[src/rtl/iq_phase_det_if.sv]
// iq_phase_det_if: sample-in / phase-and-magnitude-out handshake bus
interface iq_phase_det_if;
  logic               in_valid;
  logic               in_ready;
  logic signed [15:0] in_i;
  logic signed [15:0] in_q;
  logic               out_valid;
  logic               out_ready;
  logic [20:0]        out_phase;
  logic [16:0]        out_mag;
  modport master (output in_valid, in_i, in_q, out_ready, input in_ready, out_valid, out_phase, out_mag);
  modport slave  (input in_valid, in_i, in_q, out_ready, output in_ready, out_valid, out_phase, out_mag);
endinterface

[src/rtl/iq_phase_det.sv]
// iq_phase_det: iterative vectoring CORDIC giving phase and magnitude of an IQ sample
module iq_phase_det #(
  parameter int ITER = 16
) (
  input logic          clk,
  input logic          rst,
  iq_phase_det_if.slave bus
);
  typedef enum logic [1:0] {IDLE, ROTATE, DONE} state_t;
  localparam logic [20:0] ATAN [20] = '{
    21'd262144, 21'd154753, 21'd81768, 21'd41506, 21'd20834,
    21'd10427,  21'd5215,   21'd2608,  21'd1304,  21'd652,
    21'd326,    21'd163,    21'd81,    21'd41,    21'd20,
    21'd10,     21'd5,      21'd3,     21'd1,     21'd1
  };
  state_t             state_q, state_d;
  logic [4:0]         k_q, k_d;
  logic signed [23:0] x_q, x_d, y_q, y_d, xr, yr, i_ext, q_ext;
  logic [20:0]        z_q, z_d, zr, phase_q, phase_d;
  logic [16:0]        mag_q, mag_d;
  logic               zero_q, zero_d, neg;
  assign bus.in_ready  = state_q == IDLE;
  assign bus.out_valid = state_q == DONE;
  assign bus.out_phase = phase_q;
  assign bus.out_mag   = mag_q;
  assign i_ext = {{4{bus.in_i[15]}}, bus.in_i, 4'b0};
  assign q_ext = {{4{bus.in_q[15]}}, bus.in_q, 4'b0};
  // one micro-rotation driving y towards zero, using pre-update x and y
  always_comb begin
    neg = y_q[23];
    xr  = neg ? x_q - (y_q >>> k_q) : x_q + (y_q >>> k_q);
    yr  = neg ? y_q + (x_q >>> k_q) : y_q - (x_q >>> k_q);
    zr  = neg ? z_q - ATAN[k_q] : z_q + ATAN[k_q];
  end
  // FSM next state, datapath load/iterate and result capture
  always_comb begin
    state_d = state_q;
    k_d     = k_q;
    x_d     = x_q;
    y_d     = y_q;
    z_d     = z_q;
    zero_d  = zero_q;
    phase_d = phase_q;
    mag_d   = mag_q;
    if (state_q == IDLE && bus.in_valid) begin
      state_d = ROTATE;
      k_d     = '0;
      x_d     = bus.in_i[15] ? -i_ext : i_ext;
      y_d     = bus.in_i[15] ? -q_ext : q_ext;
      z_d     = bus.in_i[15] ? 21'h100000 : '0;
      zero_d  = bus.in_i == '0 && bus.in_q == '0;
    end else if (state_q == ROTATE) begin
      x_d = xr;
      y_d = yr;
      z_d = zr;
      k_d = k_q + 5'd1;
      if (k_q == 5'(ITER - 1)) begin
        state_d = DONE;
        phase_d = zero_q ? '0 : zr;
        mag_d   = (zero_q || xr[23]) ? '0 : (|xr[22:21]) ? '1 : xr[20:4];
      end
    end else if (state_q == DONE && bus.out_ready) begin
      state_d = IDLE;
    end
  end
  // state register with synchronous reset that discards any sample in flight
  always_ff @(posedge clk) begin
    if (rst) begin
      state_q <= IDLE;
      k_q     <= '0;
      x_q     <= '0;
      y_q     <= '0;
      z_q     <= '0;
      zero_q  <= 1'b0;
      phase_q <= '0;
      mag_q   <= '0;
    end else begin
      state_q <= state_d;
      k_q     <= k_d;
      x_q     <= x_d;
      y_q     <= y_d;
      z_q     <= z_d;
      zero_q  <= zero_d;
      phase_q <= phase_d;
      mag_q   <= mag_d;
    end
  end
endmodule

[src/flat_wrapper.sv]
// flat-port wrapper written by rule: the top's interface ports become plain ports
module iq_phase_det_flat 
#(
  parameter int ITER = 16
)
  (clk, rst, bus_in_valid, bus_in_i, bus_in_q, bus_out_ready, bus_in_ready, bus_out_valid, bus_out_phase, bus_out_mag);
  iq_phase_det_if bus_i ();
  input logic clk;
  input logic rst;
  input wire logic [$bits(bus_i.in_valid)-1:0] bus_in_valid;
  input wire logic [$bits(bus_i.in_i)-1:0] bus_in_i;
  input wire logic [$bits(bus_i.in_q)-1:0] bus_in_q;
  input wire logic [$bits(bus_i.out_ready)-1:0] bus_out_ready;
  output wire logic [$bits(bus_i.in_ready)-1:0] bus_in_ready;
  output wire logic [$bits(bus_i.out_valid)-1:0] bus_out_valid;
  output wire logic [$bits(bus_i.out_phase)-1:0] bus_out_phase;
  output wire logic [$bits(bus_i.out_mag)-1:0] bus_out_mag;
  assign bus_i.in_valid = bus_in_valid;
  assign bus_i.in_i = bus_in_i;
  assign bus_i.in_q = bus_in_q;
  assign bus_i.out_ready = bus_out_ready;
  assign bus_in_ready = bus_i.in_ready;
  assign bus_out_valid = bus_i.out_valid;
  assign bus_out_phase = bus_i.out_phase;
  assign bus_out_mag = bus_i.out_mag;
  iq_phase_det #(.ITER(ITER)) u_core (.clk(clk), .rst(rst), .bus(bus_i));
endmodule
[config.mk]
export PLATFORM = sky130hd
export DESIGN_NAME = iq_phase_det_flat
export DESIGN_NICKNAME = d
export VERILOG_FILES = /design/src/rtl/iq_phase_det_if.sv /design/src/rtl/iq_phase_det.sv /design/src/flat_wrapper.sv
export SDC_FILE = /design/constraint.sdc
export NUM_CORES = 1
export LEC_CHECK = 0
export ABC_AREA = 1
export CAP_MARGIN = 20
export CORE_MARGIN = 2
export CORE_UTILIZATION = 50
export CTS_CLUSTER_DIAMETER = 60
export DETAILED_ROUTE_END_ITERATION = 7
export PLACE_DENSITY = 0.79
export SLEW_MARGIN = 20
export SYNTH_ARGS = -nofsm -noshare
export SYNTH_HDL_FRONTEND = slang
export SYNTH_SLANG_ARGS = --single-unit
[constraint.sdc]
create_clock -name clk -period 5.72 [get_ports clk]
set_clock_uncertainty 0.15 [all_clocks]
set_input_delay 0.572 -clock clk [delete_from_list [all_inputs] [get_ports clk]]
set_output_delay 0.572 -clock clk [all_outputs]
set_load 0.05 [all_outputs]
After elaboration in Yosys (flattened, before gate mapping)
Memories as Yosys holds them, arrays and structs flattened.
Cells that the tools add are included.
- input bits: 36
- bits in registers: 115
- memory bits (read-only): 672
- RAM bits: 0
- memories: 1
- latch bits: 0
- logic and storage cells: 65
- reduce and logical (&&, ||, !) cells: 15
- $lt $le $gt $ge: 1
- muxes and demuxes: 21
- bitwise gates (word level): 2
- eq/ne operators: 5
- multipliers: 0
- $add $sub $neg: 9
- divide/modulo/power cells: 0
- shift-type cells: 2
- memory list (memory ; words ; width ; read ports ; clocked after Yosys merged registers in ; wr ports ; line ; text):
    (no name shown) ; 32 ; 21 ; 1 ; 0 ; 0 ; iq_phase_det.sv:33 ; zr = neg ? z_q - ATAN[k_q] : z_q + ATAN[k_q];
- operator list (kind ; number):
    $mux W24 ; 8
    $mux W21 ; 7
    $add A24 B24 Y24 ; 2
    $neg A20 Y24 ; 2
    $sshr A24 B5 Y24 ; 2
    $sub A24 B24 Y24 ; 2
    $mux W17 ; 2
    $logic_not A16 Y1 ; 2
    $add A21 B21 Y21 ; 1
    $sub A21 B21 Y21 ; 1
    $ge A6 B6 Y1 const B ; 1
    $mux W2 ; 3
    $not A5 Y6 ; 1
    $add A5 B1 Y5 const B ; 1
    $eq A5 B4 Y1 const B ; 1
    $reduce_and A2 Y1 ; 2
    $reduce_bool A2 Y1 ; 2
    $reduce_or A2 Y1 ; 2
    $logic_and A1 B1 Y1 ; 3
    $ne A3 B2 Y1 const B ; 1
    $reduce_and A3 Y1 ; 1
    $reduce_bool A3 Y1 ; 1
    $eq A2 B1 Y1 const B ; 1
    $eq A2 B2 Y1 const B ; 1
    5 further kinds ; 5

Longest topological paths before layout
Gate-level depths: netlist of run 1.
- word-level depth: 8
- mapped depth: 36
- depth with buffers taken out: 35

Worst setup path after synthesis of run 1
No wires, ideal clock.
- path type: register to register
- from: reg u_core.k_q[0]
- to: reg u_core.mag_q[13] (netlist: u_core.bus.out_mag[13])
- stages on the path, launching flop included: 30
- period minus slack after synthesis: 4.452 ns
- arrival: 4.161 ns
- setup slack: 1.268 ns
- path buffers: 2
- setup time: 0.141 ns
- cell sequence: dfxtp_1 inv_2 buf_6 nand2_1 nand3_1 nand3_1 nand2_1 nand2_1 nand2_1 a21oi_2 ha_1 nand4_1 nor3_2 nand2_1 nor2_1 nor2_1 nor2_1 a31oi_1 ha_1 nand2_1 nor4_1 nand3_1 nand3_1 nand3_1 nand2_1 xor2_1 buf_2 nand3_1 nand3_2 a21oi_1
- longest elaborated chain between the ends: 6
- ends and longest elaborated chain (element ; line ; text):
    start: declaration ; iq_phase_det.sv:17 ; logic [4:0] k_q, k_d;
    start signal: assignment ; iq_phase_det.sv:79 ; k_q <= k_d;
    $sshr A24 B5 Y24 ; iq_phase_det.sv:31 ; xr = neg ? x_q - (y_q >>> k_q) : x_q + (y_q >>> k_q);
    $add A24 B24 Y24 or $sub A24 B24 Y24 (tied branches) ; iq_phase_det.sv:31 ;
    $mux W24 ; iq_phase_det.sv:31 ;
    $reduce_or A2 Y1 ; iq_phase_det.sv:60 ; mag_d = (zero_q || xr[23]) ? '0 : (|xr[22:21]) ? '1 : xr[20:4];
    $mux W17 (2 in series) ; iq_phase_det.sv:60 ;
    end signal: assignment ; iq_phase_det.sv:85 ; mag_q <= mag_d;
    end: declaration ; iq_phase_det.sv:20 ; logic [16:0] mag_q, mag_d;
Parallel ways exist; a longest one is shown, timed or not.
A chain may end at the register's enable or synchronous reset.

Final worst setup path of run 1
- from: reg u_core.k_q[0]
- to: reg u_core.y_q[22]
- longest elaborated chain between the ends: 5
- ends and longest elaborated chain (element ; line ; text):
    $sshr A24 B5 Y24 (*) ; iq_phase_det.sv:32 ; yr = neg ? y_q + (x_q >>> k_q) : y_q - (x_q >>> k_q);
    $sub A24 B24 Y24 or $add A24 B24 Y24 (tied branches) ; iq_phase_det.sv:32 ;
    $mux W24 (*) ; iq_phase_det.sv:32 ;
    $mux W24 (*) ; iq_phase_det.sv:52 ; end else if (state_q == ROTATE) begin
    $mux W24 (*) ; iq_phase_det.sv:45 ; if (state_q == IDLE && bus.in_valid) begin
    end signal: assignment ; iq_phase_det.sv:81 ; y_q <= y_d;
    end: declaration ; iq_phase_det.sv:18 ; logic signed [23:0] x_q, x_d, y_q, y_d, xr, yr, i_ext, q_ext;
Every way passes the cells marked *; elsewhere a longest branch is shown, timed or not. The select of a mux whose other input is x is not followed.

==> results of run 1 <==
cell type report:
class                   instances  area (µm²)
clock inverters                15         186
inverters                     213         800
well taps                     330         413
fillers                      2566       10800
repair buffers                107        1040
flip-flops and latches        115        2300
clock buffers                  17         425
multi-input cells            1752        9310
flip-flops by register name (all words and copies together), names as in the netlist:
signal	flops
u_core.x_q	24
u_core.y_q	24
u_core.bus.out_phase	21
u_core.z_q	21
u_core.bus.out_mag	17
u_core.k_q	5
u_core.state_q	2
u_core.zero_q	1
worst paths after layout:
check | start | end | slack [ps] | depth (start not counted)
setup / recovery | u_core.k_q[0] | u_core.y_q[22] | 520 | 29
hold / removal | u_core.bus.out_phase[6] | u_core.bus.out_phase[6] | 310 | 2
setup reg to reg | u_core.k_q[0] | u_core.y_q[22] | 520 | 29
hold reg to reg | u_core.bus.out_phase[6] | u_core.bus.out_phase[6] | 310 | 2
kinds of logic (layout without fill, tap and decap cells):
kind of cell | after synthesis | after routing | share of synthesized area
compound gates | 449 | 449 | 0.198
xor+xnor | 88 | 88 | 0.0599
fa+ha+maj | 82 | 82 | 0.0815
buf+inv | 311 | 352 | 0.101
flops | 115 | 115 | 0.179
mux | 1 | 1 | 0.000778
simple gates | 1132 | 1132 | 0.380
worst max-delay path: cells and delay by family, from the launching register on:
family                   cells  cell delay [ps]
AO/OA/AOI/OAI                5              710
flip-flops                   1              340
adder cells (fa/ha/maj)      2              560
buffers and inverters        3              820
AND/OR/NAND/NOR             18             2320
XOR/XNOR                     1              200
metal layers:
metal / track usage / up-vias / routed length [µm]
li1: - / 7297 / -
met1: 0.476 / 6838 / 20500
met2: 0.516 / 681 / 19700
met3: 0.0510 / 101 / 3650
met4: 0.124 / 0 / 1510
met5: 0 / - / 0
synthesized netlist by cell type, types with 4 or more instances:
library cell	n	area [µm²]
nand3_2	16	160
a31oi_1	23	144
buf_1	11	41.3
nand2_2	4	25.0
nor2_1	137	514
o21ai_1	22	110
nor2_2	5	31.3
a21o_1	6	45.0
o31ai_1	5	37.5
xnor2_1	36	315
nor4_1	6	37.5
o21bai_1	9	67.6
dfxtp_1	115	2300
a221oi_1	4	35.0
inv_1	203	762
buf_2	21	105
o2111ai_1	8	70.1
inv_2	8	30.0
o211ai_1	19	143
o21ai_0	114	571
nand4_1	15	93.8
nand3_1	227	1140
ha_1	79	988
a21oi_2	15	131
xor2_1	52	455
a21oi_1	202	1010
clkbuf_1	44	165
nor3_1	20	100
buf_4	18	135
nand2_1	661	2480
or2_2	25	156
report_power, final:
group | switching [µW] | total (µW) | leakage, µW | internal, µW
clock network | 497 | 1160 | 0.000301 | 663
logic | 3480 | 5280 | 0.00563 | 1800
registers | 210 | 1160 | 0.000939 | 949
metrics by stage:
step | total power, µW | util
3_3_place_gp | 6230 | 0.546
3_5_place_dp | 6260 | 0.546
5_1_grt | 8210 | 0.573
4_1_cts | 7450 | 0.571
6_report | 7600 | 0.573
2_1_floorplan | 4940 | -
==> impl_table.tex, run 1 <==
\begin{tabular}{lr}
\hline
Metric & Value \\
\hline
\multicolumn{2}{l}{\textbf{Outcome}} \\
\quad Run status & finished clean \\
\multicolumn{2}{l}{\textbf{Placed design}} \\
\quad Post-Place Cells & 2515 \\
\quad Cell Area, Placed & 13800 µm² \\
\quad Worst slack, placed & 568 ps \\
\quad HPWL after DPL & 34500 µm \\
\quad Quantity of I/O buffers inserted on ports & 75 \\
\quad RePlAce Congestion & 1.03 \\
\multicolumn{2}{l}{\textbf{Final layout}} \\
\quad Leading cell type in the layout, fill and taps excluded & nand2\_1 \\
\quad Area overhead of the layout relative to synthesis & 12.5\% \\
\quad Post-Layout Inst Area & 14500 µm² \\
\quad Highest-count cells in the layout ignoring fill and taps & nand2\_1, nand3\_1, inv\_1 \\
\quad Diodes inserted & 0 \\
\quad Share of layout cells above drive strength 1 & 0.0708 \\
\quad Filler-free cell count of the finished design & 2549 \\
\quad Number of nets in the finished design & about 2300 \\
\multicolumn{2}{l}{\textbf{Run}} \\
\quad Max-cap violations & 0 \\
\multicolumn{2}{l}{\textbf{Synth}} \\
\quad Synth Register Bits & 115 \\
\quad Primary flip-flop cell chosen by synthesis mapping & dfxtp\_1 \\
\quad Number of distinct standard cells referenced by the synthesized netlist & 58 \\
\quad Cell area after synthesis & 12900 µm² \\
\quad Share of synthesized area occupied by flip-flops and latches & 0.179 \\
\quad Mapped Cells & 2178 \\
\quad Synth async-reset ratio & 0 \\
\quad Synth Warn \# & 0 \\
\quad Number of nets in the synthesized netlist & 2296 \\
\quad Per-instance average area after synthesis & about 5.9 µm² \\
\quad Post-synth EDFFs & 0 \\
\multicolumn{2}{l}{\textbf{Clocking}} \\
\quad Buffer depth of the longest clock path & 2 \\
\quad Clock H-tree levels & 4 \\
\quad Clock buffers created by TritonCTS & 17 \\
\quad CTS tree & yes \\
\quad Later-pin clock latency in the skew report & around 440 ps \\
\quad \# hold bufs at CTS & 0 \\
\quad Clock-pin slew of the registers on the worst-case setup and hold paths & 70 ps \\
\quad Number of setup buffers added after CTS & 0 \\
\quad Post-cts sizing count & 0 \\
\quad Master cell of the clock root buffer & clkbuf\_16 \\
\quad Clock sinks & 115 \\
\multicolumn{2}{l}{\textbf{Floorplan}} \\
\quad Initial Util & 0.510 \\
\quad I/O pins & 76 \\
\quad Core Box Area & 25300 µm² \\
\quad Die outline height & roughly 160 µm \\
\quad Die outline width & 164 µm \\
\quad Number of cell rows & 58 \\
\quad Area of the die & 27000 µm² \\
\multicolumn{2}{l}{\textbf{Global route}} \\
\quad Wire length of the first global-routing pass & approximately 70000 µm \\
\quad Combined global-route utilization of all metal layers & 0.336 \\
\quad Number of antenna violations at the first check in global routing & 0 \\
\quad Largest net degree at the start of global routing & 56 \\
\quad Via count of the first global-routing pass & 13300 \\
\quad Leftover overflow at the end of global routing & 0 \\
\multicolumn{2}{l}{\textbf{Hold path}} \\
\quad Type of the tightest min-delay check & reg -> reg \\
\multicolumn{2}{l}{\textbf{Setup path}} \\
\quad CP endpoint kind & flip-flop \\
\quad Setup CP Type & reg -> reg \\
\quad Data arrival time of the critical path & roughly 5400 ps \\
\quad Cell at the slowest stage of the critical path & nor4\_1 \\
\quad Cell with the most instances on the worst path & nand2\_1 \\
\quad Delay contributed by the slowest stage of the critical path & between 400 and 500 ps \\
\quad Critical Path Start Type & flip-flop \\
\quad Required time reported for the critical path endpoint & between 5000 and 6000 ps \\
\quad Crit Path Max Fanout & 46 \\
\multicolumn{2}{l}{\textbf{Routing}} \\
\quad Drt drc & 0 \\
\quad Wirelength per Cell & 17.8 µm \\
\quad Count of antenna-violating nets left after detailed routing & 0 \\
\quad Number of design-rule violations left by the first detailed-router iteration & 1680 \\
\quad Detailed-routing iteration count for the pre-antenna-repair pass & 8 \\
\quad DR vias & 14900 \\
\quad Drt total wl & 45400 µm \\
\quad Per-cell via count in the routed design & roughly 5.9 \\
\multicolumn{2}{l}{\textbf{STA}} \\
\quad Worst-margin pin slew & between 900 and 1000 ps \\
\quad Hold slack final & roughly 310 ps \\
\quad Final Setup Violations & 0 \\
\quad Setup slack after layout & around 520 ps \\
\quad Total negative slack for setup checks & 0 ps \\
\quad Relative slew margins & 0.356 \\
\quad Post-layout minimum cycle time & 5200 ps \\
\quad Setup repair after global routing missed its margin & false \\
\quad Crit share post-route & 0.908 \\
\quad Count of final hold-check violations & 0 \\
\quad Fmax & 192 MHz \\
\quad Number of max-slew violations in the final report & 0 \\
\multicolumn{2}{l}{\textbf{Pwr}} \\
\quad Static leakage & 0.00687 µW \\
\quad Power per standard cell area & 525 nW/µm² \\
\quad Peak VDD IR & 0.000520 V \\
\hline
\end{tabular}
No activity file was read; power rests on OpenSTA's default activity.
==> run 2, diff against run 1 <==
--- a/config.mk
+++ b/config.mk
@@ -8,10 +8,10 @@
 export ABC_AREA = 1
 export CAP_MARGIN = 20
 export CORE_MARGIN = 2
-export CORE_UTILIZATION = 50
+export CORE_UTILIZATION = 55
 export CTS_CLUSTER_DIAMETER = 60
 export DETAILED_ROUTE_END_ITERATION = 7
-export PLACE_DENSITY = 0.79
+export PLACE_DENSITY = 0.87
 export SLEW_MARGIN = 20
 export SYNTH_ARGS = -nofsm -noshare
 export SYNTH_HDL_FRONTEND = slang
==> constraint.sdc (replaced) <==
create_clock -name clk -period 4.6 [get_ports clk]
set_clock_uncertainty 0.15 [all_clocks]
set_input_delay 0.46 -clock clk [delete_from_list [all_inputs] [get_ports clk]]
set_output_delay 0.46 -clock clk [all_outputs]
set_load 0.05 [all_outputs]
==> run 2 against run 1 <==
Net effect:
- combinational power up 46%
- cell count up 2.8%
- global-route usage up 3.3 points
==> impl_table.tex, run 2 (synthesis results as in run 1) <==
\begin{tabular}{lr}
\hline
Metric & Value \\
\hline
\multicolumn{2}{l}{\textbf{Routing}} \\
\quad DR vias & 15700 (+5.0\%) \\
\quad Detailed-routing iteration count for the pre-antenna-repair pass & 6 (-2) \\
\quad Drt total wl & 47000 µm (+3.6\%) \\
\quad Wirelength per Cell & 17.9 µm (+0.77\%) \\
\quad Number of design-rule violations left by the first detailed-router iteration & 1795 (+6.8\%) \\
\quad Per-cell via count in the routed design & 5.98 (+2.1\%) \\
\quad Count of antenna-violating nets left after detailed routing & 0 (unchanged) \\
\quad Drt drc & 0 (unchanged) \\
\multicolumn{2}{l}{\textbf{Global route}} \\
\quad Wire length of the first global-routing pass & 72000 µm (+1.2\%) \\
\quad Leftover overflow at the end of global routing & 0 (unchanged) \\
\quad Via count of the first global-routing pass & 14000 (+5.4\%) \\
\quad Largest net degree at the start of global routing & 60 (+7.1\%) \\
\quad Number of antenna violations at the first check in global routing & 0 (unchanged) \\
\quad Combined global-route utilization of all metal layers & 0.370 (+0.0333) \\
\multicolumn{2}{l}{\textbf{Setup path}} \\
\quad Data arrival time of the critical path & 4770 ps (-630 ps) \\
\quad Slack of the worst reg-to-reg path & 20 ps (-510 ps) \\
\quad Cell with the most instances on the worst path & nand2\_1 \\
\quad Reg2reg start & u\_core.k\_q[0] \\
\quad CP endpoint kind & flip-flop \\
\quad Setup CP Type & reg -> reg \\
\quad Worst Setup SP & u\_core.k\_q[0] \\
\quad Cell at the slowest stage of the critical path & dfxtp\_4 \\
\quad Required time reported for the critical path endpoint & 4790 ps (-1130 ps) \\
\quad Critical Path Start Type & flip-flop \\
\quad Capture point of the worst reg-to-reg path & u\_core.y\_q[21] \\
\quad Delay contributed by the slowest stage of the critical path & 440 ps (+30 ps) \\
\quad R2r worst-path depth & 30 (+3.4\%) \\
\quad Crit Path Max Fanout & 22 (-52\%) \\
\multicolumn{2}{l}{\textbf{Final layout}} \\
\quad Highest-count cells in the layout ignoring fill and taps & nand2\_1, nand3\_1, inv\_1 \\
\quad Post-Layout Inst Area & 15700 µm² (+8.3\%) \\
\quad Area overhead of the layout relative to synthesis & 21.8\% \\
\quad Share of layout cells above drive strength 1 & 0.146 (+0.0750) \\
\quad Post-route core utilization & 0.688 (+0.115) \\
\quad Fillcell total & 2017 (-21\%) \\
\quad Registers with the most flip-flops & u\_core.x\_q (24), u\_core.y\_q (24) \\
\quad Leading cell type in the layout, fill and taps excluded & nand2\_1 \\
\quad Number of nets in the finished design & 2411 (+3.7\%) \\
\multicolumn{2}{l}{\textbf{Pwr}} \\
\quad Static leakage & 0.00744 µW (+8.4\%) \\
\quad Peak VDD IR & 0.000826 V (+59\%) \\
\quad Power per standard cell area & 677 nW/µm² (+29\%) \\
\multicolumn{2}{l}{\textbf{Run}} \\
\quad Max-cap violations & 0 (unchanged) \\
\multicolumn{2}{l}{\textbf{STA}} \\
\quad Number of max-slew violations in the final report & 0 (unchanged) \\
\quad Final Setup Violations & 0 (unchanged) \\
\quad Setup repair after global routing missed its margin & true \\
\quad Setup slack after layout & 18.2 ps (-505 ps) \\
\quad Crit share post-route & 0.996 (+0.0875) \\
\quad Relative slew margins & 0.355 (-0.000636) \\
\quad Post-layout minimum cycle time & 4580 ps (-615 ps) \\
\quad Hold slack final & 286 ps (-28.7 ps) \\
\quad Fmax & 218 MHz (+13\%) \\
\quad Count of final hold-check violations & 0 (unchanged) \\
\quad Worst-margin pin slew & 966 ps (+0.953 ps) \\
\multicolumn{2}{l}{\textbf{Floorplan}} \\
\quad Number of cell rows & 55 (-5.2\%) \\
\quad Core Box Area & 22800 µm² (-9.8\%) \\
\quad I/O pins & 76 (unchanged) \\
\quad Area of the die & 24600 µm² (-8.9\%) \\
\quad Initial Util & 0.565 (+0.0554) \\
\quad Die outline width & 157 µm (-4.5\%) \\
\quad Die outline height & 157 µm (-4.5\%) \\
\multicolumn{2}{l}{\textbf{Placed design}} \\
\quad Quantity of I/O buffers inserted on ports & 75 (unchanged) \\
\quad RePlAce Congestion & 1.02 (-0.91\%) \\
\quad Cell Area, Placed & 14400 µm² (+4.3\%) \\
\quad HPWL after DPL & 35000 µm (+1.4\%) \\
\quad Worst slack, placed & -44.3 ps (-613 ps) \\
\multicolumn{2}{l}{\textbf{Clocking}} \\
\quad Master cell of the clock root buffer & clkbuf\_16 \\
\quad Later-pin clock latency in the skew report & 450 ps (about the same) \\
\quad CTS tree & yes \\
\quad Clock sinks & 115 (unchanged) \\
\quad Buffer depth of the longest clock path & 2 (unchanged) \\
\quad Clock H-tree levels & 4 (unchanged) \\
\quad Clock-pin slew of the registers on the worst-case setup and hold paths & 70 ps (about the same) \\
\quad Clock buffers created by TritonCTS & 17 (unchanged) \\
\quad \# hold bufs at CTS & 0 (unchanged) \\
\multicolumn{2}{l}{\textbf{Outcome}} \\
\quad Run status & finished clean \\
\multicolumn{2}{l}{\textbf{Hold path}} \\
\quad Startpoint of the most critical hold path & rst \\
\quad Count of cells along the worst hold path & 2 (unchanged) \\
\quad Type of the tightest min-delay check & in -> reg \\
\quad Worst-case hold path end point & u\_core.bus.out\_mag[11] \\
\hline
\end{tabular}
==> run 2: layout make-up <==
| cell class | instances | area [µm²] | share of cell area |
|---|---|---|---|
| multi-input cells | 1752 | 9770 | 0.623 |
| repair buffers | 194 | 1770 | 0.113 |
| clock buffers | 18 | 439 | 0.0280 |
| clock inverters | 14 | 178 | 0.0113 |
| inverters | 213 | 810 | 0.0516 |
| diodes | 1 | 2.50 | 0.000160 |
| well taps | 313 | 392 | 0.0250 |
| flip-flops and latches | 115 | 2310 | 0.147 |
==> run 2: what timing repair did <==
action / CTS / global route
buffers inserted: 0 / 14
endpoints found under the hold margin: 0 / 0
gates resized for setup: 3 / 125
pin swaps: 0 / 29
setup endpoints to repair: 24 / 63
gates cloned: 0 / 3
==> run 2: power by group <==
part	switching [µW]	internal [µW]
registers	280	1180
logic	4780	2910
clock network	583	874
==> run 2: how the worst max path moves through the flow <==
stage                             endpoint  slack, ps  depth (start not counted)
global placement            u_core.y_q[21]         20                         30
CTS                  u_core.bus.out_mag[9]          8                         27
detailed placement          u_core.y_q[21]        -40                         30
global route         u_core.bus.out_mag[0]       -340                         31
floorplan           u_core.bus.out_mag[13]        150                         29
finish                      u_core.y_q[21]         20                         30
==> run 2: layer usage <==
metal  track usage  wire [µm]  vias to the layer above
met4         0.144       1850                        0
met1         0.495      19100                     7203
met5             0          0                        -
li1              -          -                     7463
met3        0.0900       5360                      150
met2         0.573      20700                      841
==> run 2: critical path, delay by kind of cell (launching register included) <==
family,cells,cell delay [ps]
adder cells (fa/ha/maj),2,490
AO/OA/AOI/OAI,6,940
flip-flops,1,440
buffers and inverters,3,420
XOR/XNOR,1,300
AND/OR/NAND/NOR,18,1740
==> run 2: stage by stage <==
step	instances	TNS, ps	power (µW)
2_1_floorplan	2178	0	6140
3_3_place_gp	2570	0	8140
3_5_place_dp	2570	-164	8260
4_1_cts	2602	0	9750
5_1_grt	2619	-7600	11400
6_report	2620	0	10600
